File: src/rtl/tmds_pkg.sv
// tmds_pkg: TMDS control-token constants, tracker state enum and the symbol decode
// function shared by the encoder and decoder.
package tmds_pkg;

    localparam logic [9:0] CTRL_TOKEN_00 = 10'h354;
    localparam logic [9:0] CTRL_TOKEN_01 = 10'h0AB;
    localparam logic [9:0] CTRL_TOKEN_10 = 10'h154;
    localparam logic [9:0] CTRL_TOKEN_11 = 10'h2AB;

    typedef enum logic [1:0] {SEARCH, SLIP_WAIT, LOCKED} align_state_t;

    typedef struct packed {
        logic       is_token;
        logic [1:0] code;
        logic [7:0] data;
    } tmds_dec_t;

    function automatic tmds_dec_t tmds_decode(input logic [9:0] sym);
        tmds_dec_t  r;
        logic [7:0] d;
        logic [7:0] pix;
        d = sym[9] ? ~sym[7:0] : sym[7:0];
        pix[0] = d[0];
        for (int i = 1; i < 8; i++)
            pix[i] = sym[8] ? d[i] ^ d[i-1] : ~(d[i] ^ d[i-1]);
        r.is_token = (sym == CTRL_TOKEN_00) || (sym == CTRL_TOKEN_01) ||
                     (sym == CTRL_TOKEN_10) || (sym == CTRL_TOKEN_11);
        r.code = (sym == CTRL_TOKEN_01) ? 2'b01 :
                 (sym == CTRL_TOKEN_10) ? 2'b10 :
                 (sym == CTRL_TOKEN_11) ? 2'b11 : 2'b00;
        r.data = r.is_token ? 8'h00 : pix;
        return r;
    endfunction

endpackage

File: src/rtl/tmds_token_aligner.sv
// tmds_token_aligner: counts control-token runs and steers the deserializer word
// boundary with bit-slip requests until a run is seen, then watches for loss of lock.
module tmds_token_aligner
    import tmds_pkg::*;
#(
    parameter int TOKEN_RUN     = 8,
    parameter int SEARCH_WINDOW = 4096,
    parameter int SLIP_HOLDOFF  = 16,
    parameter int LOSS_WINDOW   = 16384
) (
    input  logic pix_clock,
    input  logic reset,
    input  logic is_token,
    output logic aligned,
    output logic bitslip
);

    localparam int RW = $clog2(TOKEN_RUN + 1);
    localparam int WW = $clog2(SEARCH_WINDOW);
    localparam int HW = $clog2(SLIP_HOLDOFF);
    localparam int LW = $clog2(LOSS_WINDOW);
    localparam logic [RW-1:0] RUN_MAX   = RW'(TOKEN_RUN);
    localparam logic [RW-1:0] RUN_LAST  = RW'(TOKEN_RUN - 1);
    localparam logic [WW-1:0] WIN_LAST  = WW'(SEARCH_WINDOW - 1);
    localparam logic [HW-1:0] HOLD_LAST = HW'(SLIP_HOLDOFF - 1);
    localparam logic [LW-1:0] LOSS_LAST = LW'(LOSS_WINDOW - 1);

    align_state_t  r_state, w_next;
    logic [RW-1:0] r_run;
    logic [WW-1:0] r_win;
    logic [HW-1:0] r_hold;
    logic [LW-1:0] r_loss;
    logic          r_bitslip;
    logic          w_slip;
    logic          w_run_hit;

    // a run only counts once, on the cycle the counter climbs to TOKEN_RUN
    assign w_run_hit = is_token && (r_run == RUN_LAST) && (r_state != SLIP_WAIT);

    always_comb begin
        w_next = r_state;
        w_slip = 1'b0;
        unique case (r_state)
            SEARCH: begin
                if (w_run_hit)
                    w_next = LOCKED;
                else if (r_win == WIN_LAST) begin
                    w_next = SLIP_WAIT;
                    w_slip = 1'b1;
                end
            end
            SLIP_WAIT: w_next = (r_hold == HOLD_LAST) ? SEARCH : SLIP_WAIT;
            LOCKED:    w_next = (!w_run_hit && r_loss == LOSS_LAST) ? SEARCH : LOCKED;
            default:   w_next = SEARCH;
        endcase
    end

    always_ff @(posedge pix_clock) begin
        if (reset) begin
            r_state   <= SEARCH;
            r_run     <= '0;
            r_win     <= '0;
            r_hold    <= '0;
            r_loss    <= '0;
            r_bitslip <= 1'b0;
        end else begin
            r_state   <= w_next;
            r_bitslip <= w_slip;
            r_run     <= (!is_token || r_state == SLIP_WAIT || w_next == SLIP_WAIT) ? '0 :
                         (r_run == RUN_MAX) ? r_run : r_run + 1'b1;
            r_win     <= (r_state == SEARCH && w_next == SEARCH) ? r_win + 1'b1 : '0;
            r_hold    <= (r_state == SLIP_WAIT && w_next == SLIP_WAIT) ? r_hold + 1'b1 : '0;
            r_loss    <= (r_state == LOCKED && w_next == LOCKED && !w_run_hit) ? r_loss + 1'b1 : '0;
        end
    end

    assign aligned = (r_state == LOCKED);
    assign bitslip = r_bitslip;

endmodule

File: src/rtl/tmds_decoder.sv
// tmds_decoder: two-stage TMDS symbol decoder (pixel data, control code, blanking)
// with a word-alignment tracker driven from the stage-1 symbol.
module tmds_decoder
    import tmds_pkg::*;
#(
    parameter int TOKEN_RUN     = 8,
    parameter int SEARCH_WINDOW = 4096,
    parameter int SLIP_HOLDOFF  = 16,
    parameter int LOSS_WINDOW   = 16384
) (
    input  logic       pix_clock,
    input  logic       reset,
    input  logic [9:0] symbol,
    output logic [7:0] data,
    output logic [1:0] control_data,
    output logic       blanking,
    output logic       aligned,
    output logic       bitslip
);

    logic [9:0] r_sym;
    logic [7:0] r_data;
    logic [1:0] r_ctrl;
    logic       r_blank;
    tmds_dec_t  w_dec;

    assign w_dec = tmds_decode(r_sym);

    always_ff @(posedge pix_clock) begin
        if (reset) begin
            r_sym   <= '0;
            r_data  <= '0;
            r_ctrl  <= 2'b00;
            r_blank <= 1'b1;
        end else begin
            r_sym   <= symbol;
            r_data  <= w_dec.data;
            r_ctrl  <= w_dec.is_token ? w_dec.code : r_ctrl;
            r_blank <= w_dec.is_token;
        end
    end

    tmds_token_aligner #(
        .TOKEN_RUN    (TOKEN_RUN),
        .SEARCH_WINDOW(SEARCH_WINDOW),
        .SLIP_HOLDOFF (SLIP_HOLDOFF),
        .LOSS_WINDOW  (LOSS_WINDOW)
    ) u_aligner (
        .pix_clock(pix_clock),
        .reset    (reset),
        .is_token (w_dec.is_token),
        .aligned  (aligned),
        .bitslip  (bitslip)
    );

    assign data         = r_data;
    assign control_data = r_ctrl;
    assign blanking     = r_blank;

endmodule
File: config.mk
export PLATFORM = sky130hd
export DESIGN_NAME = tmds_decoder
export DESIGN_NICKNAME = d
export VERILOG_FILES = /design/src/rtl/tmds_pkg.sv /design/src/rtl/tmds_token_aligner.sv /design/src/rtl/tmds_decoder.sv
export SDC_FILE = /design/constraint.sdc
export NUM_CORES = 1
export LEC_CHECK = 0
export ABC_AREA = 1
export CAP_MARGIN = 15
export CORE_ASPECT_RATIO = 1.4
export CORE_MARGIN = 2
export CORE_UTILIZATION = 51
export DETAILED_ROUTE_END_ITERATION = 10
export PLACE_DENSITY = 0.75
export RECOVER_POWER = 50
export SYNTH_ARGS = -nofsm -noshare
export SYNTH_HDL_FRONTEND = slang
export SYNTH_SLANG_ARGS = --single-unit
File: constraint.sdc
create_clock -name pix_clock -period 1.4 [get_ports pix_clock]
set_input_delay 0.28 -clock pix_clock [delete_from_list [all_inputs] [get_ports pix_clock]]
set_output_delay 0.28 -clock pix_clock [all_outputs]
set_load 0.05 [all_outputs]
==> results.tsv, run 1 <==
metric	value	unit
leakage power	1.44	nW
Clock Tree Buf Depth	2	
Cells after Synth	302	
H-tree lvl count	3	
Crit path largest cell delay	0.33	ns
Die Ht	87.6	um
required time of the critical path	1.67	ns
Antenna Cells	0	
WP data arrival	1.75	ns
Design Power	3.75	mW
Hold Vio Cnt, Final	0	
final RePlAce weighted congestion	0.844	
initial DRC count	49	
fraction of layout cells with a size suffix above 1	29.8	%
Via Count	2033	
worst reg2reg endpoint	u_aligner.r_win[4]	
DRT antenna net count	0	
Post-synth top cells	nor2_1, dfxtp_1, inv_1, nand2_1	
post-synthesis register bit count	58	
top area cells in the synthesized netlist	dfxtp_1, nor2_1, inv_1	
design area	3510	um2
Hold Crit Start	symbol[6]	
Yosys cell types	28	
slack of the critical path	-0.0839	ns
asr flop ratio synth	0	%
crit path max fanout	6	
Area Growth Syn to Fin	37.7	%
Critical Path Most Common Cell	nand3_4	
pwr dens	1070	nW/um2
# setup viols final	32	
ys flop type	dfxtp_1	
Row Count	30	
hold depth	3	
status	finished, violations left	
cts bufs inserted	9	
Synth area leader	dfxtp_1	
Clock Sinks	58	
Post-synth EDFFs	0	
Final #Nets	389	
DP Area	3180	um2
reg2reg setup slack	-0.08	ns
minimum clock period	1.48	ns
via count of the first global-routing pass	2023	
Vias per Instance	4.70	
router iterations before antenna repair	4	
hold_buf cts	0	
crit path kind	reg -> reg	
Worst VDD drop	0.868	mV
chip width	63.7	um
initial core utilization	52.6	%
Worst Hold Class	in -> reg	
Pins Over Slew Limit	0	
cell with the most instances after synthesis	nor2_1	
WL final	4960	um
Core Area	4840	um2
largest net degree at the start of global routing	12	
Die Footprint	5590	um2
Clock transition at path regs	0.06	ns
worst skew pair latency	0.33	ns
drt drc	0	
crit share post-route	106	%
Worst Max-Slew Pin Slew	0.439	ns
clock skew	0.00584	ns
crit start category	flip-flop	
Hold Path End	r_sym[6]	
initial antenna violation count	0	
failing checks	setup timing	
R2R depth	10	
global-route wire length before repair	8470	um
drt wl/cell	11.5	um
synth warn	0	
crit path cell chain	inv_1 -> ha_1 -> inv_1 -> nor2_4 -> nand2_2 -> nand2_4 -> nand3_4 -> nand3_4 -> nand3_4 -> nor2_2	
Max-Cap Viols	0	
RSZ-0062 raised after global routing	true	
Critical R2R Launch	r_sym[3]	
crit end category	flip-flop	
max frequency	674	MHz
CTS tree	yes	
GRT overflow	0	
Yosys top cell area share	45.6	%
Rel. slew slack	70.7	%
Syn Area/Cell	8.44	um2
Tot GR Track Use	19.8	%
# IOs	25	
Syn Nets	327	
hpwl dp	3270	um
post-synthesis cell area	2550	um2
PortBufs	24	
Worst path slowest cell	dfxtp_2	
CTS root buf	clkbuf_8	
sequential area share after synthesis	45.6	%
cells in the final DEF, fill, tap and decap left out, types with 3 or more instances in the layout:
master / synthesis / layout
a21oi_1: 5 / 4
nor2_1: 60 / 52
nand3_4: 3 / 5
inv_1: 44 / 42
buf_4: 1 / 28
nor2_2: 10 / 13
dfxtp_1: 58 / 50
clkdlybuf4s50_1: 0 / 10
clkbuf_2: 0 / 4
xnor2_1: 18 / 18
nand3_1: 12 / 10
dfxtp_2: 0 / 6
nand2_1: 32 / 29
ha_1: 13 / 10
clkbuf_8: 0 / 14
nor2_4: 1 / 6
nand2_4: 2 / 4
buf_12: 0 / 9
nor3_1: 5 / 4
nand4_1: 5 / 5
nand2_2: 2 / 3
xor2_1: 18 / 18
worst max-delay path by stage:
stage | start | endpoint | slack, ns | depth (start not counted)
final | r_sym[3] | u_aligner.r_win[4] | -0.08 | 10
after detailed placement | r_sym[0] | data[7] | -0.1 | 9
after CTS | r_sym[5] | u_aligner.r_win[0] | -0.004 | 10
after floorplan | r_sym[4] | u_aligner.r_win[10] | 0.004 | 11
after global placement | u_aligner.r_win[0] | u_aligner.r_win[0] | -0.04 | 8
after global routing | r_sym[3] | u_aligner.r_win[2] | -0.18 | 10
sequential cells by signal (all words and copies together), names as in the netlist, 2 cells and up:
name,count
control_data,2
data,8
r_sym,10
u_aligner.r_hold,4
u_aligner.r_loss,14
u_aligner.r_run,4
u_aligner.r_state,2
u_aligner.r_win,12
cell families after synthesis:
family          share of synthesized area, %
compound gates                          1.72
xor+xnor                                12.4
fa+ha+maj                               6.38
buf+inv                                 8.25
flops                                   45.6
simple gates                            25.7
final cells by class:
type	count	area, um2
fillers	342	1330
flip-flops and latches	58	1180
inverters	46	179
multi-input cells	194	1330
clock buffers	15	196
clock inverters	1	5.00
well taps	64	80.1
repair buffers	55	547
power breakdown:
group	switching, mW	internal, mW	total, mW
Clock	0.614	0.882	1.50
Combinational	0.271	0.217	0.488
Sequential	0.0494	1.72	1.77
Total	0.935	2.82	3.75
critical path: cells and delay by family, from the launching register on:
kind | cells | cell delay, ns
buf+inv | 2 | 0.13
simple gates | 7 | 0.80
fa+ha+maj | 1 | 0.16
flops | 1 | 0.33
through the flow:
step	util, %	hold WS [ns]	worst slack [ns]	std cells	TNS, ns
2_1_floorplan	-	0.387	0.00368	302	0
3_3_place_gp	65.7	0.429	-0.0406	414	-0.520
3_5_place_dp	65.7	0.436	-0.0968	414	-1.92
4_1_cts	72.2	0.432	-0.00391	432	-0.00643
5_1_grt	72.5	0.458	-0.183	433	-5.27
6_report	72.5	0.450	-0.0839	433	-1.47
repair_timing:
action,4_1_cts,5_1_grt
pin swaps,4,2
gates resized for setup,31,16
buffers inserted,1,1
endpoints found under the setup margin,41,42
gates cloned,1,0
layer usage:
| layer | GRT usage, % | part of all wire (%) | vias to the layer above |
|---|---|---|---|
| li1 | - | - | 1042 |
| met1 | 20.9 | 40 | 955 |
| met2 | 36.1 | 55 | 27 |
| met3 | 5.27 | 3.2 | 9 |
| met4 | 10.1 | 2.3 | 0 |
| met5 | 0 | 0 | - |
Note: power is estimated with default switching activity, not from simulation.
==> run 2, diff against run 1 <==
--- a/config.mk
+++ b/config.mk
@@ -11,7 +11,7 @@
 export CORE_MARGIN = 2
 export CORE_UTILIZATION = 51
 export DETAILED_ROUTE_END_ITERATION = 10
-export PLACE_DENSITY = 0.75
+export PLACE_DENSITY_LB_ADDON = 0.05
 export RECOVER_POWER = 50
 export SYNTH_ARGS = -nofsm -noshare
 export SYNTH_HDL_FRONTEND = slang
==> results.tsv, run 2 (same netlist as run 1, synthesis figures left out) <==
metric	value	unit	change
WP data arrival	1.69	ns	was 1.75 ns
hpwl dp	3340	um	was 3270 um
largest net degree at the start of global routing	16		was 12
Core Area	4840	um2	unchanged
pre-CTS setup slack	-0.130	ns	was -0.0968 ns
pwr dens	1060	nW/um2	was 1070 nW/um2
CTS tree	yes		unchanged
Clock Sinks	58		unchanged
Design Power	3.77	mW	was 3.75 mW
hold_buf cts	0		unchanged
clock skew	0.00467	ns	was 0.00584 ns
cts bufs inserted	9		unchanged
drt wl/cell	11.1	um	was 11.5 um
Critical R2R Launch	r_sym[5]		was r_sym[3]
fraction of layout cells with a size suffix above 1	34.3	%	was 29.8%
minimum clock period	1.42	ns	was 1.48 ns
router iterations before antenna repair	4		unchanged
Worst Hold Class	reg -> reg		was in -> reg
Area Growth Syn to Fin	39.6	%	was 37.7%
max frequency	706	MHz	was 674 MHz
Vias per Instance	4.66		was 4.70
worst reg2reg endpoint	u_aligner.r_win[5]		was u_aligner.r_win[4]
# IOs	25		unchanged
Die Footprint	5590	um2	unchanged
Antenna Cells	0		unchanged
crit start category	flip-flop		unchanged
drt drc	0		unchanged
initial antenna violation count	0		unchanged
Worst VDD drop	0.912	mV	was 0.868 mV
Crit path largest cell delay	0.36	ns	was 0.33 ns
WL final	4820	um	was 4960 um
H-tree lvl count	3		unchanged
failing checks	setup timing		unchanged
Row Count	30		unchanged
hold depth	1		was 3
setup TNS	-0.0470	ns	was -1.47 ns
initial core utilization	52.6	%	unchanged
crit end category	flip-flop		unchanged
Critical Path Most Common Cell	nand3_4		unchanged
reg2reg setup slack	-0.02	ns	was -0.08 ns
R2R depth	10		unchanged
commonest non-fill, non-tap cell in the layout	nor2_1		unchanged
required time of the critical path	1.67	ns	about the same
crit path cell chain	inv_4 -> ha_4 -> nand2_4 -> nor2_4 -> nand2_2 -> nand2_4 -> nand3_4 -> nand3_4 -> nand3_4 -> nor2_2		was inv_1 -> ha_1 -> inv_1 -> nor2_4 -> nand2_2 -> nand2_4 -> nand3_4 -> nand3_4 -> nand3_4 -> nor2_2
crit path kind	reg -> reg		unchanged
crit path max fanout	6		unchanged
biggest registers after layout	u_aligner.r_loss x14, u_aligner.r_win x12, r_sym x10		unchanged
Clock Tree Buf Depth	2		unchanged
commonest non-fill, non-tap cells in the layout	nor2_1, dfxtp_1, inv_1		unchanged
via count of the first global-routing pass	1940		was 2,023
Rel. slew slack	75.7	%	was 70.7%
global-route wire length before repair	8050	um	was 8470 um
GRT overflow	0		unchanged
Clock transition at path regs	0.06	ns	about the same
# setup viols final	9		was 32
initial DRC count	82		was 49
Final #Nets	390		was 389
CP startpoint	r_sym[5]		was r_sym[3]
RSZ-0062 raised after global routing	true		unchanged
worst skew pair latency	0.33	ns	about the same
CTS root buf	clkbuf_8		unchanged
PortBufs	24		unchanged
leakage power	1.44	nW	about the same
Pins Over Slew Limit	0		unchanged
Max-Cap Viols	0		unchanged
Die Ht	87.6	um	unchanged
Tot GR Track Use	18.9	%	was 19.8%
Worst path slowest cell	dfxtp_4		was dfxtp_2
Via Count	2021		was 2,033
DRT antenna net count	0		unchanged
crit share post-route	101	%	was 106%
final RePlAce weighted congestion	0.845		was 0.844
worst hold slack	0.447	ns	was 0.450 ns
fillers	367		was 342
Reg with most FFs	u_aligner.r_loss		unchanged
max FFs per register	14		unchanged
chip width	63.7	um	unchanged
slack of the critical path	-0.0160	ns	was -0.0839 ns
Hold Vio Cnt, Final	0		unchanged
Finished Core Util	73.5	%	was 72.5%
status	finished, violations left		unchanged
Critical Path End	u_aligner.r_win[5]		was u_aligner.r_win[4]
Worst Max-Slew Pin Slew	0.363	ns	was 0.439 ns
## run 2: cell count changes in the layout (fill, tap and decap cells not counted), sizes merged
cell    change
clkbuf      +1
## run 2: worst min-delay path by stage
stage	startpoint	endpoint	slack [ns]
floorplan	symbol[0]	r_sym[0]	0.39
global placement	u_aligner.r_hold[0]	u_aligner.r_hold[0]	0.43
detailed placement	u_aligner.r_hold[0]	u_aligner.r_hold[0]	0.44
CTS	symbol[5]	r_sym[5]	0.44
global route	symbol[2]	r_sym[2]	0.46
finish	u_aligner.r_hold[0]	u_aligner.r_hold[0]	0.45
## run 2: per-stage QoR
step	std cells	instance area [um2]
global route	434	3560
floorplan	302	2550
detailed placement	415	3200
finish	434	3560
CTS	433	3490
global placement	415	3200
## run 2: area by class of cell
type,instances,area (um2),share of cell area [%]
flip-flops and latches,58,1180,33.3
clock inverters,1,5.00,0.141
well taps,64,80.1,2.25
inverters,46,184,5.17
repair buffers,56,564,15.9
clock buffers,15,196,5.52
multi-input cells,194,1340,37.8
## run 2: layer usage
layer | GRT usage [%] | wire length (um)
met5 | 0 | 0
met4 | 10.9 | 128
met3 | 5.40 | 147
met2 | 33.6 | 2560
met1 | 20.1 | 1980
## run 2: what timing repair did
item | in CTS | in global routing
pin swaps | 2 | 6
cloned | 1 | 0
setup buffers | 1 | 1
resized for setup | 22 | 40
setup endpoints to repair | 40 | 43
## run 2: where the power goes
group	internal (mW)	switching (mW)	total, mW
sequential	1.71	0.0589	1.77
combinational	0.235	0.269	0.504
clock	0.882	0.609	1.49
total	2.83	0.937	3.77
## run 2: worst max-delay path: cells and delay by family, from the launching register on
family,cells,cell delay [ns]
fa+ha+maj,1,0.13
simple gates,8,0.82
flops,1,0.36
buf+inv,1,0.05
==> run 3, diff against run 2 <==
--- a/config.mk
+++ b/config.mk
@@ -8,8 +8,9 @@
 export ABC_AREA = 1
 export CAP_MARGIN = 15
 export CORE_ASPECT_RATIO = 1.4
-export CORE_MARGIN = 2
-export CORE_UTILIZATION = 51
+export CORE_MARGIN = 1.5
+export CORE_UTILIZATION = 59
+export CTS_CLUSTER_SIZE = 28
 export DETAILED_ROUTE_END_ITERATION = 10
 export PLACE_DENSITY_LB_ADDON = 0.05
 export RECOVER_POWER = 50
==> constraint.sdc (replaced) <==
create_clock -name pix_clock -period 1.8 [get_ports pix_clock]
set_input_delay 0.36 -clock pix_clock [delete_from_list [all_inputs] [get_ports pix_clock]]
set_output_delay 0.36 -clock pix_clock [all_outputs]
set_load 0.05 [all_outputs]
==> results.tsv, run 3 (same netlist as run 1, synthesis figures left out) <==
metric	value	unit	change
status	finished, final reports clean		was finished, violations left
Pins Over Slew Limit	0		unchanged
setup TNS	0	ns	was -0.0470 ns
Hold Path End	u_aligner.r_win[0]		was u_aligner.r_hold[0]
Clock transition at path regs	0.06	ns	about the same
Worst Max-Slew Pin Slew	0.623	ns	was 0.363 ns
number of cells after detailed placement	369		was 415
global-route wire length before repair	6810	um	was 8050 um
chip width	58.6	um	was 63.7 um
H-tree lvl count	3		unchanged
worst reg2reg endpoint	u_aligner.r_win[9]		was u_aligner.r_win[5]
minimum clock period	1.61	ns	was 1.42 ns
worst skew pair latency	0.33	ns	about the same
cts bufs inserted	9		unchanged
Critical R2R Launch	r_sym[0]		was r_sym[5]
crit end category	flip-flop		unchanged
commonest non-fill, non-tap cell in the layout	nor2_1		unchanged
Worst Hold Class	reg -> reg		unchanged
Multi-input gate area	1160	um2	was 1340 um2
Area Growth Syn to Fin	16.3	%	was 39.6%
crit start category	flip-flop		unchanged
hpwl dp	3020	um	was 3340 um
Final #Nets	360		was 390
Reg with most FFs	u_aligner.r_loss		unchanged
crit path cell chain	ha_1 -> nand2_1 -> nor2_1 -> nand2_2 -> nand2_4 -> nand3_4 -> nand3_1 -> nand3_4 -> nor2_2		was inv_4 -> ha_4 -> nand2_4 -> nor2_4 -> nand2_2 -> nand2_4 -> nand3_4 -> nand3_4 -> nand3_4 -> nor2_2
Antenna Cells	0		unchanged
Hold Crit Start	u_aligner.r_win[0]		was u_aligner.r_hold[0]
biggest registers after layout	u_aligner.r_loss x14, u_aligner.r_win x12, r_sym x10		unchanged
required time of the critical path	2.06	ns	was 1.67 ns
Vias per Instance	4.80		was 4.66
largest net degree at the start of global routing	15		was 16
Worst path slowest cell	dfxtp_1		was dfxtp_4
Rel. slew slack	58.7	%	was 75.7%
DRT antenna net count	0		unchanged
max frequency	621	MHz	was 706 MHz
final RePlAce weighted congestion	0.796		was 0.845
crit share post-route	89.4	%	was 101%
met2 WL post-DR	2070	um	was 2560 um
Core Area	4200	um2	was 4840 um2
Row Count	28		was 30
R2R depth	9		was 10
Die Footprint	4730	um2	was 5590 um2
drt wl/cell	10.5	um	was 11.1 um
fillers	361		was 367
drt drc	0		unchanged
RSZ-0062 raised after global routing	false		was true
initial DRC count	65		was 82
Via Count	1847		was 2,021
via count of the first global-routing pass	1696		was 1,940
leakage power	1.20	nW	was 1.44 nW
Clock Tree Buf Depth	2		unchanged
Critical Path Most Common Cell	nand3_4		unchanged
hold depth	1		unchanged
worst hold slack	0.457	ns	was 0.447 ns
CTS tree	yes		unchanged
DRT met1 WL	1770	um	was 1980 um
Max-Cap Viols	0		unchanged
commonest non-fill, non-tap cells in the layout	nor2_1, dfxtp_1, inv_1		unchanged
# IOs	25		unchanged
crit path max fanout	12		was 6
Clock Sinks	58		unchanged
initial antenna violation count	0		unchanged
Crit path largest cell delay	0.38	ns	was 0.36 ns
initial core utilization	60.6	%	was 52.6%
Die Ht	80.8	um	was 87.6 um
CTS root buf	clkbuf_8		unchanged
metal3 WL	129	um	was 147 um
GRT overflow	0		unchanged
Register Area	1160	um2	was 1180 um2
Hold Vio Cnt, Final	0		unchanged
reg2reg setup slack	0.19	ns	was -0.02 ns
WP data arrival	1.87	ns	was 1.69 ns
pwr dens	971	nW/um2	was 1060 nW/um2
max FFs per register	14		unchanged
Final Non-Filler Cells	385		was 434
max layer used	met4		unchanged
PortBufs	24		unchanged
Tot GR Track Use	19.2	%	was 18.9%
router iterations before antenna repair	4		unchanged
hold_buf cts	0		unchanged
# setup viols final	0		was 9
fraction of layout cells with a size suffix above 1	10.9	%	was 34.3%
crit path kind	reg -> reg		unchanged
clock skew	0.00672	ns	was 0.00467 ns
Worst VDD drop	0.757	mV	was 0.912 mV
WL final	4040	um	was 4820 um
## run 3: area by class of cell
type | instances | share of cell area, %
Tap cell | 45 | 1.90
Inverter | 46 | 5.82
Clock buffer | 15 | 6.29
Multi-Input combinational cell | 193 | 39.3
Sequential cell | 58 | 39.2
Timing Repair Buffer | 27 | 6.54
Clock inverter | 1 | 1.01
## run 3: layer usage
metal / vias up / global-route usage (%)
met4: 0 / 8.37
li1: 986 / -
met5: - / 0
met1: 826 / 20.4
met2: 26 / 34.0
met3: 9 / 6.21
## run 3: how the worst max path moves through the flow
stage	slack, ns	to	from	depth (start not counted)
after floorplan	0.16	u_aligner.r_loss[5]	u_aligner.r_state[1]	5
after global placement	0.20	u_aligner.r_loss[13]	reset	4
after detailed placement	0.17	u_aligner.r_loss[2]	reset	4
after CTS	0.004	blanking	blanking	1
after global routing	0.02	u_aligner.r_win[0]	u_aligner.r_win[0]	8
final	0.19	u_aligner.r_win[9]	r_sym[0]	9
## run 3: critical path: cells and delay by family, from the launching register on
family	cells	cell delay (ns)
simple gates	8	0.97
flops	1	0.38
fa+ha+maj	1	0.18
## run 3: timing repair
item	in CTS	in global routing
buffers inserted	0	0
gates resized for setup	0	4
endpoints found under the setup margin	0	4
## run 3: through the flow
step                      worst slack (ns)  power [mW]  area [um2]  utilization (%)
after floorplan                      0.158        1.60        2550                -
after global placement               0.204        1.68        2820             67.1
after detailed placement             0.168        1.68        2820             67.1
after CTS                          0.00388        2.94        3040             72.2
after global routing                0.0239        3.00        2970             70.5
final                                0.191        2.88        2970             70.5
## run 3: where the power goes
part	total, mW	switching [mW]	internal, mW
registers	1.36	0.0268	1.33
clock network	1.26	0.463	0.792
logic	0.265	0.177	0.0883
total	2.88	0.667	2.21
